### src/rtl/gf16_div_seq.sv
// gf16_div_seq: sequential GF((2^2)^2) divider y = a * b^14, one squarer + one multiplier over 4 steps.
// Define GF16_DIV_DZ_EN to add the registered div_by_zero flag.
module gf16_div_seq #(
    parameter logic [1:0] GF_N = 2'b10
) (
    input  logic       clk,
    input  logic       rst_n,
    input  logic       start,
    input  logic [3:0] a,
    input  logic [3:0] b,
    output logic       busy,
    output logic       done,
`ifdef GF16_DIV_DZ_EN
    output logic       div_by_zero,
`endif
    output logic [3:0] y
);
    typedef enum logic [2:0] {IDLE, S1, S2, S3, FIN} state_t;

    function automatic logic [1:0] gf4_mul(input logic [1:0] x, input logic [1:0] w);
        return {x[1] & w[1] ^ x[1] & w[0] ^ x[0] & w[1], x[1] & w[1] ^ x[0] & w[0]};
    endfunction

    function automatic logic [3:0] gf16_mul(input logic [3:0] x, input logic [3:0] w);
        logic [1:0] ll;
        ll = gf4_mul(x[1:0], w[1:0]);
        return {gf4_mul(x[3:2] ^ x[1:0], w[3:2] ^ w[1:0]) ^ ll,
                gf4_mul(GF_N, gf4_mul(x[3:2], w[3:2])) ^ ll};
    endfunction

    state_t     state_q;
    logic [3:0] a_q, p_q, acc_q, y_q;
    logic       busy_q, done_q;
    logic [3:0] p_d, acc_d;

    // squarer feeds the accumulator multiplier in the same cycle
    assign p_d   = gf16_mul(p_q, p_q);
    assign acc_d = gf16_mul(acc_q, p_d);

`ifdef GF16_DIV_DZ_EN
    logic dz_q;
    always_ff @(posedge clk or negedge rst_n)
        if (!rst_n) dz_q <= 1'b0;
        else if (state_q == IDLE && start) dz_q <= (b == 4'h0);
    assign div_by_zero = dz_q;
`endif

    always_ff @(posedge clk or negedge rst_n) begin
        if (!rst_n) begin
            state_q <= IDLE;
            a_q     <= 4'h0;
            p_q     <= 4'h0;
            acc_q   <= 4'h0;
            y_q     <= 4'h0;
            busy_q  <= 1'b0;
            done_q  <= 1'b0;
        end else begin
            done_q <= 1'b0;
            case (state_q)
                IDLE: if (start) begin
                    a_q     <= a;
                    p_q     <= b;
                    acc_q   <= 4'h1;
                    busy_q  <= 1'b1;
                    state_q <= S1;
                end
                S1, S2, S3: begin
                    p_q     <= p_d;
                    acc_q   <= acc_d;
                    state_q <= state_q == S3 ? FIN : state_t'(state_q + 3'd1);
                end
                FIN: begin
                    y_q     <= gf16_mul(a_q, acc_q);
                    done_q  <= 1'b1;
                    busy_q  <= 1'b0;
                    state_q <= IDLE;
                end
                default: state_q <= IDLE;
            endcase
        end
    end

    assign busy = busy_q;
    assign done = done_q;
    assign y    = y_q;
endmodule

### config.mk
export PLATFORM = sky130hd
export DESIGN_NAME = gf16_div_seq
export DESIGN_NICKNAME = d
export VERILOG_FILES = /design/src/rtl/gf16_div_seq.sv
export SDC_FILE = /design/constraint.sdc
export NUM_CORES = 1
export LEC_CHECK = 0
export BUFFER_PORTS_ARGS = -buffer_cell sky130_fd_sc_hd__clkbuf_2
export CORE_ASPECT_RATIO = 0.5
export CORE_MARGIN = 2
export CORE_UTILIZATION = 55
export CTS_BUF_LIST = sky130_fd_sc_hd__clkbuf_8
export DETAILED_ROUTE_END_ITERATION = 8
export PLACE_DENSITY = 0.75
export SYNTH_ARGS = -nofsm -noshare
export SYNTH_HDL_FRONTEND = slang
export SYNTH_SLANG_ARGS = --single-unit
### constraint.sdc
create_clock -name clk -period 3 [get_ports clk]
set_clock_uncertainty 0.2 [all_clocks]
set_input_delay 0.9 -clock clk [delete_from_list [all_inputs] [get_ports clk]]
set_output_delay 0.9 -clock clk [all_outputs]
set_load 0.1 [all_outputs]
==> flow_metrics.tcl <==
set metrics [dict create \
    status "completed" \
    yosys.area.top_type_share_pct 33.7 \
    ys_warn_count 0 \
    fin_nets 190 \
    via_per_inst 5.51 \
    setup_viol 0 \
    netlist_area_mm2 0.00156 \
    h-tree-depth 1 \
    area_growth_pct 6.18 \
    grt_overflow_total 0 \
    ys.flop_type "dfrtp_1" \
    drt_iter0_markers 63 \
    start_util_pct 59.1 \
    dr.pass1.iters 4 \
    yosysMostFrequentCell "dfrtp_1" \
    antenna_found_initial 0 \
    slew_violations 0 \
    final_cell_area_mm2 0.00165 \
    reg2reg_from "state_q[0]" \
    worstSetupStartpoint "busy" \
    hp-start "y[0]" \
    worst_path_max_delay_cell "clkbuf_2" \
    synth-async-reset-ratio_pct 100 \
    layout-drive-gt1-share_pct 18.4 \
    synthTopCellsByArea "dfrtp_1 34%, xnor2_1 9.6%, mux2_2 5.1%" \
    hp-class "reg2reg" \
    crit_path_start_kind "flop" \
    die_h_um 41.6 \
    cts_buffers 3 \
    rsz0062_at_grt "false" \
    wl_per_cell_um 13.3 \
    yosysSeqAreaShare_pct 33.7 \
    hold_viol 0 \
    required_ns 1.90 \
    layout_worst_path_cycle_share_pct 72.7 \
    min_period_ns 2.18 \
    syn_avg_cell_area_um2 9.50 \
    finalSetupTns_ns 0 \
    worst-slew-pin-transition_ns 0.579 \
    hold_depth 2 \
    cts_sinks 21 \
    die_w_um 79.3 \
    endpoint_kind "output port" \
    ys_types 45 \
    crit_fanout 2 \
    place_hpwl_mm 2.10 \
    wirelength_mm 2.81 \
    crit_path_max_incr_delay_ns 0.46 \
    arrival_ns 1.08 \
    synth_edf_count 0 \
    antenna_cells 0 \
    maxCapViolCount 0 \
    holdWs_ns 0.287 \
    ys_ff_latch 21 \
    path_depth 1 \
    placed_cell_area_mm2 0.00161 \
    cts_tree "done" \
    yosys.area.top_type "dfrtp_1" \
    via_count 1163 \
    first_global_vias 1045 \
    clk_latency_ns 0.26 \
    clock.fmax_mhz 459 \
    track_usage_pct 18.6 \
    cts.clk_slew.worst_paths_ns 0.08 \
    clk_path_buf_depth 2 \
    path_cells "clkbuf_2" \
    die_area_mm2 0.00330 \
    portBuffers 16 \
    relSlewSlack_pct 61.2 \
    io_pins 17 \
    critPathBufInv 1 \
    ctsHoldBuffers 0 \
    crit_family "buffers and inverters" \
    worst-setup-path-type "reg2out" \
    gp_congestion 0.808 \
    cts_resized 0 \
    drc_errors 0 \
    core-area_mm2 0.00264 \
    rows 13 \
    synth_cells 164 \
    r2r_cells 4 \
    synth_common_cells "21 x dfrtp_1, 19 x nand2_1, 17 x xnor2_1, 12 x nor2_1, 9 x o21ai_1" \
    grt_max_degree 22 \
    syn_nets 179 \
    clock-root-buffer "clkbuf_8" \
    drtAntennaViolNets 0 \
    grt_pass1_wl_mm 4.82 \
    post_cts_buffers 0 \
]
worst register-to-register path, delay by kind of cell, from the launching register on:
family,cells,cell delay [ns]
compound gates,2,0.74
flops,1,0.43
simple gates,1,0.41
fa+ha+maj,1,0.25
sequential cells by signal, indices dropped and copies added, names as in the netlist:
register  cells
a_q           4
acc_q         4
p_q           4
y             4
state_q       3
busy          1
done          1
routing by layer:
| metal | GRT usage [%] | up-vias | wire, um | share of wire [%] |
|---|---|---|---|---|
| met5 | 0 | - | 0 | 0 |
| met3 | 5.22 | 3 | 116 | 4.1 |
| met4 | 2.07 | 0 | 11 | 0.39 |
| li1 | - | 592 | - | - |
| met2 | 28.6 | 19 | 1210 | 43 |
| met1 | 27.0 | 549 | 1470 | 52 |
layout by cell type, fill, tap and decap left out, types with 2 or more instances in the layout:
cell type and instances:
o21ai_0 3, ha_1 4, nand2b_1 5, mux2_1 2, and3_1 2, and2_1 2, xor2_1 3, o21ai_1 9
nor2_1 12, o211ai_1 2, xnor3_1 2, a22oi_1 2, xnor2_1 17, mux2i_1 2, dfrtp_1 21, clkbuf_2 16
nor2b_1 6, o32ai_1 2, a21oi_1 5, clkbuf_8 3, a32oi_1 4, nand2_1 19, inv_1 5, mux2_2 7
cell families after synthesis:
kind of cell    synth area share (%)
fa+ha+maj                       3.21
simple gates                    16.1
flops                           33.7
buf+inv                         6.35
xor+xnor                        15.7
compound gates                  17.2
mux                             7.79
path summary, 6_finish.rpt:
check / endpoint / slack [ns]
min in group asynchronous: y[0] / 0.40
hold / removal: y[0] / 0.29
max in group asynchronous: state_q[1] / 1.85
hold reg to reg: y[0] / 0.29
setup reg to reg: p_q[0] / 0.91
setup / recovery: busy / 0.82
layout make-up:
class                   instances  area (um2)
flip-flops and latches         21         526
fillers                       227         981
repair buffers                 16        80.1
well taps                      37        46.3
inverters                       6        22.5
clock buffers                   3        41.3
clock inverters                 1        5.00
multi-input cells             127         933
through the flow:
stage / setup WS [ns] / util (%) / std cells
after floorplan: 1.00 / - / 164
after global placement: 0.819 / 61.0 / 207
after detailed placement: 0.753 / 61.0 / 207
after CTS: 0.817 / 62.8 / 211
after global routing: 0.778 / 62.8 / 211
final: 0.820 / 62.8 / 211
Power is left out: the tool's default activity adds up to more than one toggle a clock period on the data nets, which glitch-free logic cannot reach.
